**src/rtl/song_sequencer.sv**
```systemverilog
// song_sequencer: programmable melody sequencer driving key/key_on into the
// tone generator. Entries {last, rest, note, beats} live in an internal RAM
// that the host writes while idle.
// Optional feature: define SONG_SEQ_TRANSPOSE_EN to add a signed transpose
// input applied (with saturation) to non-rest notes.
module song_sequencer #(
    parameter int NOTE_W     = 4,
    parameter int BEAT_W     = 3,
    parameter int DUR_W      = 26,
    parameter int DEPTH      = 32,
    parameter int GAP_CYCLES = 2500000,
    localparam int AW        = $clog2(DEPTH),
    localparam int EW        = NOTE_W + BEAT_W + 2
) (
    input  logic              clk,
    input  logic              rst,
    input  logic              wr_en,
    input  logic [AW-1:0]     wr_addr,
    input  logic [EW-1:0]     wr_data,
    input  logic              start,
    input  logic [AW-1:0]     start_addr,
    input  logic              loop,
    input  logic              pause,
    input  logic              stop,
    input  logic [DUR_W-1:0]  beat_cycles,
`ifdef SONG_SEQ_TRANSPOSE_EN
    input  logic signed [NOTE_W-1:0] transpose,
`endif
    output logic [NOTE_W-1:0] key,
    output logic              key_on,
    output logic              busy,
    output logic              done,
    output logic [AW-1:0]     cur_addr
);

    localparam int PW = DUR_W + BEAT_W;
    localparam logic [PW-1:0] GAP_L = PW'(GAP_CYCLES);
    localparam logic [PW-1:0] ONE   = PW'(1);

    typedef struct packed {
        logic              last;
        logic              rest;
        logic [NOTE_W-1:0] note;
        logic [BEAT_W-1:0] beats;
    } entry_t;

    typedef enum logic [1:0] {IDLE, FETCH, NOTE, GAP} state_t;

    state_t            state, state_nxt;
    logic [AW-1:0]     base, base_nxt, cur_addr_nxt;
    logic [PW-1:0]     cnt, cnt_nxt, gap_len, gap_nxt;
    logic [NOTE_W-1:0] key_nxt, key_f;
    logic              rest_q, rest_nxt, last_q, last_nxt, done_nxt, adv;

    logic [EW-1:0]     mem [DEPTH];
    logic [EW-1:0]     rd_data;
    entry_t            ent;

    logic [BEAT_W-1:0] beats_eff;
    logic [DUR_W-1:0]  bc_eff;
    logic [PW-1:0]     dur, on_len;

    assign ent    = entry_t'(rd_data);
    assign busy   = (state != IDLE);
    assign key_on = (state == NOTE) && !rest_q && !pause;

    // Entry RAM: writes only while idle; the read address is the next
    // cur_addr so the entry is already on rd_data during FETCH.
    always_ff @(posedge clk) begin
        if (wr_en && !busy)
            mem[wr_addr] <= wr_data;
        rd_data <= mem[cur_addr_nxt];
    end

    // Note length split: D = max(beats,1)*max(beat_cycles,1), gap carved off the end.
    always_comb begin
        beats_eff = (ent.beats == '0) ? BEAT_W'(1) : ent.beats;
        bc_eff    = (beat_cycles == '0) ? DUR_W'(1) : beat_cycles;
        dur       = PW'(beats_eff) * PW'(bc_eff);
        on_len    = (dur > GAP_L) ? (dur - GAP_L) : ONE;
    end

`ifdef SONG_SEQ_TRANSPOSE_EN
    logic signed [NOTE_W+1:0] tsum;
    // Transposed key, saturated to the key range; rests keep the raw note.
    always_comb begin
        tsum  = $signed({2'b00, ent.note}) + $signed({{2{transpose[NOTE_W-1]}}, transpose});
        key_f = ent.note;
        if (!ent.rest) begin
            if (tsum < 0)
                key_f = '0;
            else if (tsum > $signed({2'b00, {NOTE_W{1'b1}}}))
                key_f = '1;
            else
                key_f = tsum[NOTE_W-1:0];
        end
    end
`else
    assign key_f = ent.note;
`endif

    // Sequencer next-state: stop beats pause beats normal sequencing.
    always_comb begin
        state_nxt    = state;
        base_nxt     = base;
        cur_addr_nxt = cur_addr;
        cnt_nxt      = cnt;
        gap_nxt      = gap_len;
        key_nxt      = key;
        rest_nxt     = rest_q;
        last_nxt     = last_q;
        done_nxt     = 1'b0;
        adv          = 1'b0;
        if (stop) begin
            state_nxt = IDLE;
        end else begin
            case (state)
                IDLE: begin
                    if (start) begin
                        base_nxt     = start_addr;
                        cur_addr_nxt = start_addr;
                        state_nxt    = FETCH;
                    end
                end
                FETCH: begin
                    key_nxt   = key_f;
                    rest_nxt  = ent.rest;
                    last_nxt  = ent.last;
                    cnt_nxt   = on_len;
                    gap_nxt   = dur - on_len;
                    state_nxt = NOTE;
                end
                NOTE: begin
                    if (!pause) begin
                        if (cnt <= ONE) begin
                            if (gap_len != '0) begin
                                cnt_nxt   = gap_len;
                                state_nxt = GAP;
                            end else begin
                                adv = 1'b1;
                            end
                        end else begin
                            cnt_nxt = cnt - ONE;
                        end
                    end
                end
                GAP: begin
                    if (!pause) begin
                        if (cnt <= ONE) adv = 1'b1;
                        else            cnt_nxt = cnt - ONE;
                    end
                end
                default: state_nxt = IDLE;
            endcase
            if (adv) begin
                if (!last_q) begin
                    cur_addr_nxt = cur_addr + AW'(1);
                    state_nxt    = FETCH;
                end else if (loop) begin
                    cur_addr_nxt = base;
                    state_nxt    = FETCH;
                end else begin
                    state_nxt = IDLE;
                    done_nxt  = 1'b1;
                end
            end
        end
    end

    // Sequencer state register.
    always_ff @(posedge clk) begin
        if (rst) begin
            state    <= IDLE;
            base     <= '0;
            cur_addr <= '0;
            cnt      <= '0;
            gap_len  <= '0;
            key      <= '0;
            rest_q   <= 1'b0;
            last_q   <= 1'b0;
            done     <= 1'b0;
        end else begin
            state    <= state_nxt;
            base     <= base_nxt;
            cur_addr <= cur_addr_nxt;
            cnt      <= cnt_nxt;
            gap_len  <= gap_nxt;
            key      <= key_nxt;
            rest_q   <= rest_nxt;
            last_q   <= last_nxt;
            done     <= done_nxt;
        end
    end

endmodule
```
**config.mk**
```make
export PLATFORM = sky130hd
export DESIGN_NAME = song_sequencer
export DESIGN_NICKNAME = d
export VERILOG_FILES = /design/src/rtl/song_sequencer.sv
export SDC_FILE = /design/constraint.sdc
export NUM_CORES = 1
export LEC_CHECK = 0
export ABC_CLOCK_PERIOD_IN_PS = 12370
export CORE_MARGIN = 2
export CORE_UTILIZATION = 64
export CTS_BUF_LIST = sky130_fd_sc_hd__clkbuf_16
export CTS_CLUSTER_SIZE = 20
export DETAILED_ROUTE_END_ITERATION = 12
export DONT_BUFFER_PORTS = 1
export PLACE_DENSITY = 0.83
export SLEW_MARGIN = 20
export SYNTH_ARGS = -nofsm -noshare
export SYNTH_HDL_FRONTEND = slang
export SYNTH_SLANG_ARGS = --single-unit
```
**constraint.sdc**
```tcl
create_clock -name clk -period 12.37 [get_ports clk]
set_input_delay 3.0925 -clock clk [delete_from_list [all_inputs] [get_ports clk]]
set_output_delay 3.0925 -clock clk [all_outputs]
set_load 0.05 [all_outputs]
```
=== Yosys cells after proc, flatten, opt, wreduce, memory -nomap -nowiden ===
Memories as Yosys holds them, arrays and structs flattened. A register that Yosys moved wholly into a read port is not among the register bits.
Index checks and enable logic that the tools add are counted.

* Input bits: 52
* Memories: 1
* Register bits: 77
* Output and inout bits: 12
* Memory bits (writable): 288
* Logic and storage cells: 83

{| class="wikitable"
|+ Memories
! memory !! words !! bits a word !! rd ports !! clocked after memory_dff !! wr ports !! RTL line !! RTL
|-
| mem || 32 || 9 || 1 || 1 || 1 || 55 || <nowiki>logic [EW-1:0] mem [DEPTH];</nowiki>
|}

* Reductions and logical operators: 19
* $lt $le $gt $ge: 2
* $add $sub $neg: 4
* Equality and inequality tests: 11
* $mul: 1
* Muxes and demuxes: 33
* Bitwise operators: 3

{| class="wikitable"
|+ Operators with widths
! cell !! number
|-
| 2-to-1 mux 29 bit || 6
|-
| one-hot mux 29 bit (3 select lines) || 1
|-
| 2-to-1 mux 5 bit || 6
|-
| > comparator 29 x 22 -> 1 bit, second input constant || 1
|-
| <= comparator 29 x 1 -> 1 bit, second input constant || 1
|-
| multiplier 3 x 26 -> 29 bit || 1
|-
| nonzero test 29 bit || 1
|-
| subtractor 29 x 1 -> 29 bit, second input constant || 1
|-
| subtractor 29 x 22 -> 29 bit, second input constant || 1
|-
| subtractor 29 bit || 1
|-
| logical NOT 26 bit || 1
|-
| 2-to-1 mux 26 bit || 1
|-
| 2-to-1 mux 1 bit || 11
|-
| 2-to-1 mux 2 bit || 5
|-
| inequality test 2 bit, second input constant || 3
|-
| inequality test 3 x 1 -> 1 bit, second input constant || 2
|-
| inequality test 3 x 2 -> 1 bit, second input constant || 2
|-
| one-hot mux 2 bit (3 select lines) || 1
|-
| AND reduction 6 bit || 1
|-
| adder 5 x 1 -> 5 bit, second input constant || 1
|-
| AND reduction 5 bit || 1
|-
| == test 2 bit, second input constant || 2
|-
| nonzero test 4 bit || 1
|-
| OR reduction 4 bit || 1
|-
| other kinds (14) || 20
|}

=== Logic depth before layout (Yosys ltp) ===
Gate-level depths: netlist of run 1.

* Word-level depth: 8
* Mapped depth: 34
* Gate-level depth less buffers: 31

=== Worst setup path after synthesis of run 1 ===
Ideal clock, no wire load.

* Path kind: input -> register
* Start: in beat_cycles[24]
* End: reg gap_len[27]
* Required time: 12253 ps
* Setup time: 117 ps
* Arrival time: 9991 ps
* Slack: 2262 ps
* Buffers on the path: 3
* Cell stages on the path: 33
* Cells stage by stage: nor4_1 -> nand4_1 -> o21bai_1 -> nand2_1 -> fa_1 -> inv_1 -> ha_1 -> inv_1 -> fa_1 -> nand2b_1 -> a21oi_1 -> xor2_1 -> inv_1 -> ha_1 -> nand4b_1 -> o21ai_0 -> nand3_1 -> a31o_2 -> nand2_2 -> buf_2 -> clkbuf_1 -> buf_1 -> nand2_1 -> ha_1 -> a21o_1 -> o21ai_0 -> a211oi_1 -> o32ai_1 -> a211oi_2 -> o2111ai_1 -> a21oi_1 -> or3_1 -> a32o_1

* Longest elaborated chain between the ends: 6
* Elaborated cells on any way between the ends: 7
* Classes of those cells: 2 x add/sub; 1 x mul; 1 x order compare; 2 x mux; 1 x reduce/logical

{| class="wikitable"
|+ RTL lines
! element !! RTL line !! RTL
|-
| start, declared || 25 || <nowiki>input logic [DUR_W-1:0] beat_cycles,</nowiki>
|-
| logical NOT 26 bit || 78 || <nowiki>bc_eff = (beat_cycles == '0) ? DUR_W'(1) : beat_cycles;</nowiki>
|-
| 2-to-1 mux 26 bit (*) || 78 ||
|-
| multiplier 3 x 26 -> 29 bit (*) || 79 || <nowiki>dur = PW'(beats_eff) * PW'(bc_eff);</nowiki>
|-
| subtractor 29 x 22 -> 29 bit / > comparator 29 x 22 -> 1 bit (equally long branches) || 80 || <nowiki>on_len = (dur > GAP_L) ? (dur - GAP_L) : ONE;</nowiki>
|-
| 2-to-1 mux 29 bit || 80 ||
|-
| subtractor 29 bit (*) || 130 || <nowiki>gap_nxt = dur - on_len;</nowiki>
|-
| end signal, assigned || 187 || <nowiki>gap_len <= gap_nxt;</nowiki>
|-
| end, declared || 51 || <nowiki>logic [PW-1:0] cnt, cnt_nxt, gap_len, gap_nxt;</nowiki>
|}

Every way passes the cells marked *; elsewhere a longest branch is shown, timed or not.
A chain may end at the register's enable or synchronous reset.

=== Worst setup path after layout of run 1 ===
Same ends and word-level chain as after synthesis.

==> results.py, run 1 <==
metrics = {
    "critical_path": {
        "required_ps": 12790,
        "critPathArrivalTime_ps": 10930,
        "cp_slowest_stage_delay_ps": 530,
        "critical_path_class": "in -> reg",
        "crit_path_top_delay_cell": "nand2_2",
        "cp_max_fo": 37,
        "critPathCaptureType": "flop",
        "r2r_setup_slack_ps": 4170,
        "critPathLaunchType": "input port",
    },
    "routing": {
        "wl_per_cell_um": 23.6,
        "dr.pass1.iters": 8,
        "first_iter_violations": 1972,
        "vias": 14900,
        "drtAntennaViolNets": 0,
        "avgViaCountPerCell": 6.77,
        "drt_wl_total_um": 51700,
        "drc": 0,
    },
    "sta": {
        "worst_slack_ps": 1860,
        "slew_viol_final": 0,
        "max_slew_margin_pct": 27.3,
        "worstMarginPinSlew_ps": 1090,
        "setup_tns_ps": 0,
        "min_period_ps": 10510,
        "fmax_mhz": 95.2,
        "rsz0062_at_grt": "no",
        "period_share_pct": 84.9,
        "hold_viol": 0,
        "setup_violations": 0,
        "clock_skew_ps": 56.6,
    },
    "place": {
        "post-place-ws_ps": 1480,
        "dp.cells": 2127,
        "place.gp.congestion": 0.979,
        "hpwl_um": 34300,
        "port_buffers": 0,
    },
    "power": {
        "p_sw_share_pct": 45.3,
        "p_int_mw": 3.31,
        "static-leakage-power_nw": 7.94,
        "seqPwrFrac_pct": 24.0,
        "p_per_area_mw_per_mm2": 274,
        "peakVddDrop_v": 0.000236,
        "p_switching_mw": 2.75,
        "clockPowerShare_pct": 18.8,
        "power_frac_comb_pct": 57.2,
    },
    "synthesis": {
        "synth_edf_count": 288,
        "synth.most_common_cell": "edfxtp_1",
        "synth_cells": 1805,
        "synth_top_area_share_pct": 41.7,
        "ys.warnings.count": 0,
        "synth_ff_type": "edfxtp_1",
        "syn_area_mm2": 0.0207,
        "yosysUniqueCellTypes": 101,
        "synth_common_cells": "edfxtp_1 (288), nand2_1 (216), nor2_1 (171), a21oi_1 (100), dfxtp_1 (86)",
        "async_flop_share_pct": 0,
        "yosysTopAreaCell": "edfxtp_1",
        "synth.area.top_cells": "edfxtp_1 (42%), dfxtp_1 (8.3%), mux4_2 (7.8%)",
        "ys_ff_latch": 374,
        "synthesis.nets": 1929,
        "avgSynthCellArea_um2": 11.5,
        "ys_seq_area_share_pct": 50.0,
    },
    "floorplanning": {
        "fp-row-count": 65,
        "dieHeight_um": 184,
        "start_util_pct": 65.4,
        "core_area_mm2": 0.0317,
        "io_pins": 64,
        "die_area_mm2": 0.0338,
        "dieWidth_um": 184,
    },
    "hold_path": {
        "holdCritPathClass": "reg -> reg",
    },
    "clock_tree": {
        "postCtsSetupBuffers": 0,
        "clockBufferDepth": 3,
        "clock_latency_ps": 570,
        "cts_root_buf": "clkbuf_16",
        "numClockSinks": 374,
        "clk_pin_slew_worst_paths_ps": 60,
        "cts_max_level": 2,
        "cts_tree": "yes",
        "cts_resized": 0,
        "postCtsHoldBufs": 0,
        "cts_buffers": 38,
    },
    "final_layout": {
        "seq_area_mm2": 0.0104,
        "antenna_cells": 0,
        "final_nets": 1889,
        "multiInputGateArea_mm2": 0.00961,
        "fill_cells": 2139,
        "final_util_pct": 69.6,
        "area_growth_pct": 6.49,
        "layout-drive-gt1-share_pct": 11.4,
        "final_cells": 2194,
    },
    "outcome": {
        "status": "complete, no violations",
    },
    "global_route": {
        "antenna_found_initial": 1,
        "grt_first_pass_wirelength_um": 80800,
        "grt_pass1_vias": 14800,
        "grtUsageTotal_pct": 31.1,
        "overflow": 0,
        "grt_max_degree": 74,
    },
    "run": {
        "maxCapViolCount": 0,
    },
}
worst paths after layout:
kind,start,endpoint,cells past startpoint
max,beat_cycles[24],gap_len[27],31
min,ent[8],last_q,2
max reg2reg,ent[1],gap_len[27],30
min reg2reg,ent[8],last_q,2
through the flow:
step / hold WS (ps) / cell area, um2 / power [mW]
6_report: 435 / 22100 / 6.06
5_1_grt: 451 / 22100 / 6.42
4_1_cts: 430 / 22100 / 5.99
3_5_place_dp: 422 / 20900 / 4.84
3_3_place_gp: 416 / 20900 / 4.82
2_1_floorplan: 417 / 20700 / 4.13
cell usage in the layout, fill, tap and decap left out, types with 8 or more instances in the layout:
cell type  instances
nand2_1          216
and3_1            11
mux2_2            13
dfxtp_1           86
xor2_1            25
o21ai_1           17
o21ai_0           59
fa_1              25
mux4_2            72
a221oi_1          13
ha_1              47
inv_1             86
a21oi_1          100
nor3_1            41
xnor2_1           42
nand4_1           10
a21o_1            12
o211ai_1          13
nand3_1           31
clkbuf_16         38
a211oi_1          26
buf_4             11
mux2i_1           73
clkinv_2           8
nor2_1           170
nor4_1            23
edfxtp_1         288
or3_1             14
and2_1            17
state kept, by name, summed over array words and instances (netlist names):
name      cells
mem         288
cnt          29
gap_len      29
ent           9
base          5
cur_addr      5
key           4
state         2
done          1
last_q        1
rest_q        1
layer usage:
metal  GRT usage [%]  wire length, um
met1            37.7            19100
met2            54.4            26400
met4            16.0             2670
met5               0                0
met3            4.36             3490
final cells by class:
cell class | count | share of cell area (%)
Sequential cell | 374 | 47.0
Clock buffer | 38 | 4.31
Timing Repair Buffer | 11 | 0.374
Inverter | 80 | 1.37
Multi-Input combinational cell | 1260 | 43.5
Clock inverter | 29 | 1.18
Tap cell | 402 | 2.28
worst max-delay path, delay by kind of cell:
family                     cells  cell delay (ps)
AOI/OAI and AO/OA             12             2760
and+or+nand+nor               10             2580
adders and majority gates      5             1740
xor gates and xnor gates       1              430
buffers and inverters          3              290
cells by family after synthesis:
kind of cell | share of synthesized area, %
muxes | 12.1
DFF | 50.0
adders and majority gates | 5.25
AOI/OAI and AO/OA | 12.2
buffers and inverters | 3.88
xor gates and xnor gates | 3.07
and+or+nand+nor | 13.5
power by group through the flow:
| stage | Clock (mW) | Combinational [mW] | Sequential (mW) |
|---|---|---|---|
| after floorplan | 0 | 2.68 | 1.45 |
| after global placement | 0 | 3.34 | 1.48 |
| after detailed placement | 0 | 3.36 | 1.48 |
| after CTS | 1.14 | 3.39 | 1.45 |
| after global routing | 1.18 | 3.77 | 1.46 |
| final | 1.14 | 3.47 | 1.45 |
(Power assumes the default switching activity.)
==> run 2: changes to the inputs <==
--- a/config.mk
+++ b/config.mk
@@ -5,7 +5,7 @@
 export SDC_FILE = /design/constraint.sdc
 export NUM_CORES = 1
 export LEC_CHECK = 0
-export ABC_CLOCK_PERIOD_IN_PS = 12370
+export ABC_CLOCK_PERIOD_IN_PS = 10300
 export CORE_MARGIN = 2
 export CORE_UTILIZATION = 64
 export CTS_BUF_LIST = sky130_fd_sc_hd__clkbuf_16
==> constraint.sdc (replaced) <==
create_clock -name clk -period 10.3 [get_ports clk]
set_input_delay 2.575 -clock clk [delete_from_list [all_inputs] [get_ports clk]]
set_output_delay 2.575 -clock clk [all_outputs]
set_load 0.05 [all_outputs]
==> results.py, run 2 (synthesis results as in run 1) <==
metrics = {
    "floorplanning": {
        "dieHeight_um": 184,
        "io_pins": 64,
        "die_area_mm2": 0.0338,
        "core_area_mm2": 0.0317,
        "fp-row-count": 65,
        "dieWidth_um": 184,
        "start_util_pct": 65.4,
    },
    "clock_tree": {
        "cts_resized": 0,
        "cts_tree": "yes",
        "clock_latency_ps": 570,
        "postCtsHoldBufs": 0,
        "postCtsSetupBuffers": 0,
        "cts_buffers": 38,
        "clk_pin_slew_worst_paths_ps": 60,
        "clockBufferDepth": 3,
        "cts_root_buf": "clkbuf_16",
        "numClockSinks": 374,
        "cts_max_level": 2,
    },
    "global_route": {
        "antenna_found_initial": 0,
        "grtUsageTotal_pct": 32.2,
        "grt_pass1_vias": 14800,
        "grt_max_degree": 74,
        "grt_first_pass_wirelength_um": 83200,
        "overflow": 0,
    },
    "run": {
        "maxCapViolCount": 0,
    },
    "sta": {
        "worstMarginPinSlew_ps": 1090,
        "fmax_mhz": 106,
        "clock_skew_ps": 43.0,
        "max_slew_margin_pct": 26.8,
        "period_share_pct": 91.8,
        "setup_violations": 0,
        "hold_viol": 0,
        "slew_viol_final": 0,
        "rsz0062_at_grt": "no",
        "setup_tns_ps": 0,
        "min_period_ps": 9450,
        "worst_slack_ps": 847,
    },
    "final_layout": {
        "stdcell_area_mm2": 0.0222,
        "final_util_pct": 70.1,
        "final_cells": 2203,
        "layout-drive-gt1-share_pct": 12.1,
        "reg.largest.list": "mem (288), cnt (29), gap_len (29)",
        "area_growth_pct": 7.22,
        "final_cell_mix": "edfxtp_1 (288), nand2_1 (216), nor2_1 (171)",
        "antenna_cells": 0,
        "final_common_cell": "edfxtp_1",
        "largest-register": "mem",
        "final_nets": 1895,
        "fill_cells": 2117,
        "largest_reg_flops": 288,
    },
    "routing": {
        "first_iter_violations": 1767,
        "vias": 14900,
        "dr.pass1.iters": 5,
        "drt_wl_total_um": 53200,
        "drc": 0,
        "drtAntennaViolNets": 0,
        "avgViaCountPerCell": 6.77,
        "wl_per_cell_um": 24.1,
    },
    "place": {
        "postPlaceCellArea_mm2": 0.0209,
        "place.gp.congestion": 0.926,
        "hpwl_um": 34100,
        "post-place-ws_ps": 454,
        "dp.cells": 2133,
        "port_buffers": 0,
    },
    "critical_path": {
        "cp_max_fo": 7,
        "critical_path_class": "in -> reg",
        "critPathArrivalTime_ps": 9890,
        "crit_path_top_delay_cell": "xor2_1",
        "required_ps": 10740,
        "critPathCaptureType": "flop",
        "cp_slowest_stage_delay_ps": 490,
        "critPathLaunchType": "input port",
    },
    "hold_path": {
        "holdCritPathClass": "reg -> reg",
    },
    "power": {
        "static-leakage-power_nw": 8.00,
        "p_per_area_mw_per_mm2": 334,
        "peakVddDrop_v": 0.000239,
    },
    "outcome": {
        "status": "complete, no violations",
    },
}
-- run 2: critical path: cells and delay by family --
family / cells / cell delay (ps)
AO/OA/AOI/OAI: 12 / 2900
XOR/XNOR: 1 / 490
adder cells (fa/ha/maj): 5 / 1760
buffers and inverters: 3 / 310
AND/OR/NAND/NOR: 9 / 1870
-- run 2: power by group --
group / switching [mW] / internal, mW / total [mW] / leakage, nW
clock: 0.624 / 0.818 / 1.44 / 0.660
combinational: 2.69 / 1.55 / 4.23 / 4.05
sequential: 0.0701 / 1.68 / 1.75 / 3.29
total: 3.38 / 4.04 / 7.42 / 8.00
-- run 2: cell type report --
cell class	count	area (um2)	area share, %
Multi-Input combinational cell	1260	9610	43.2
Sequential cell	374	10400	46.7
Clock buffer	38	951	4.28
Tap cell	402	503	2.26
Timing Repair Buffer	17	128	0.574
Clock inverter	32	363	1.63
Inverter	80	302	1.36
-- run 2: final timing paths --
check	slack [ps]	end	depth (start not counted)	startpoint
hold / removal	440	key[2]	2	ent[5]
hold reg to reg	440	key[2]	2	ent[5]
setup / recovery	850	gap_len[27]	30	beat_cycles[24]
setup reg to reg	2610	gap_len[27]	29	ent[1]
-- run 2: stage by stage --
| step | hold slack [ps] | power (mW) |
|---|---|---|
| after floorplan | 417 | 4.96 |
| after global placement | 414 | 5.82 |
| after detailed placement | 426 | 5.87 |
| after CTS | 443 | 7.32 |
| after global routing | 455 | 7.88 |
| final | 444 | 7.42 |
-- run 2: per-layer routing --
metal	share of wire, %	track usage [%]	vias to the layer above	wire length (um)
li1	-	-	6704	-
met1	37	39.7	7356	19900
met2	52	57.0	721	27700
met3	6.3	3.65	139	3330
met4	4.4	14.8	0	2330
met5	0	0	-	0
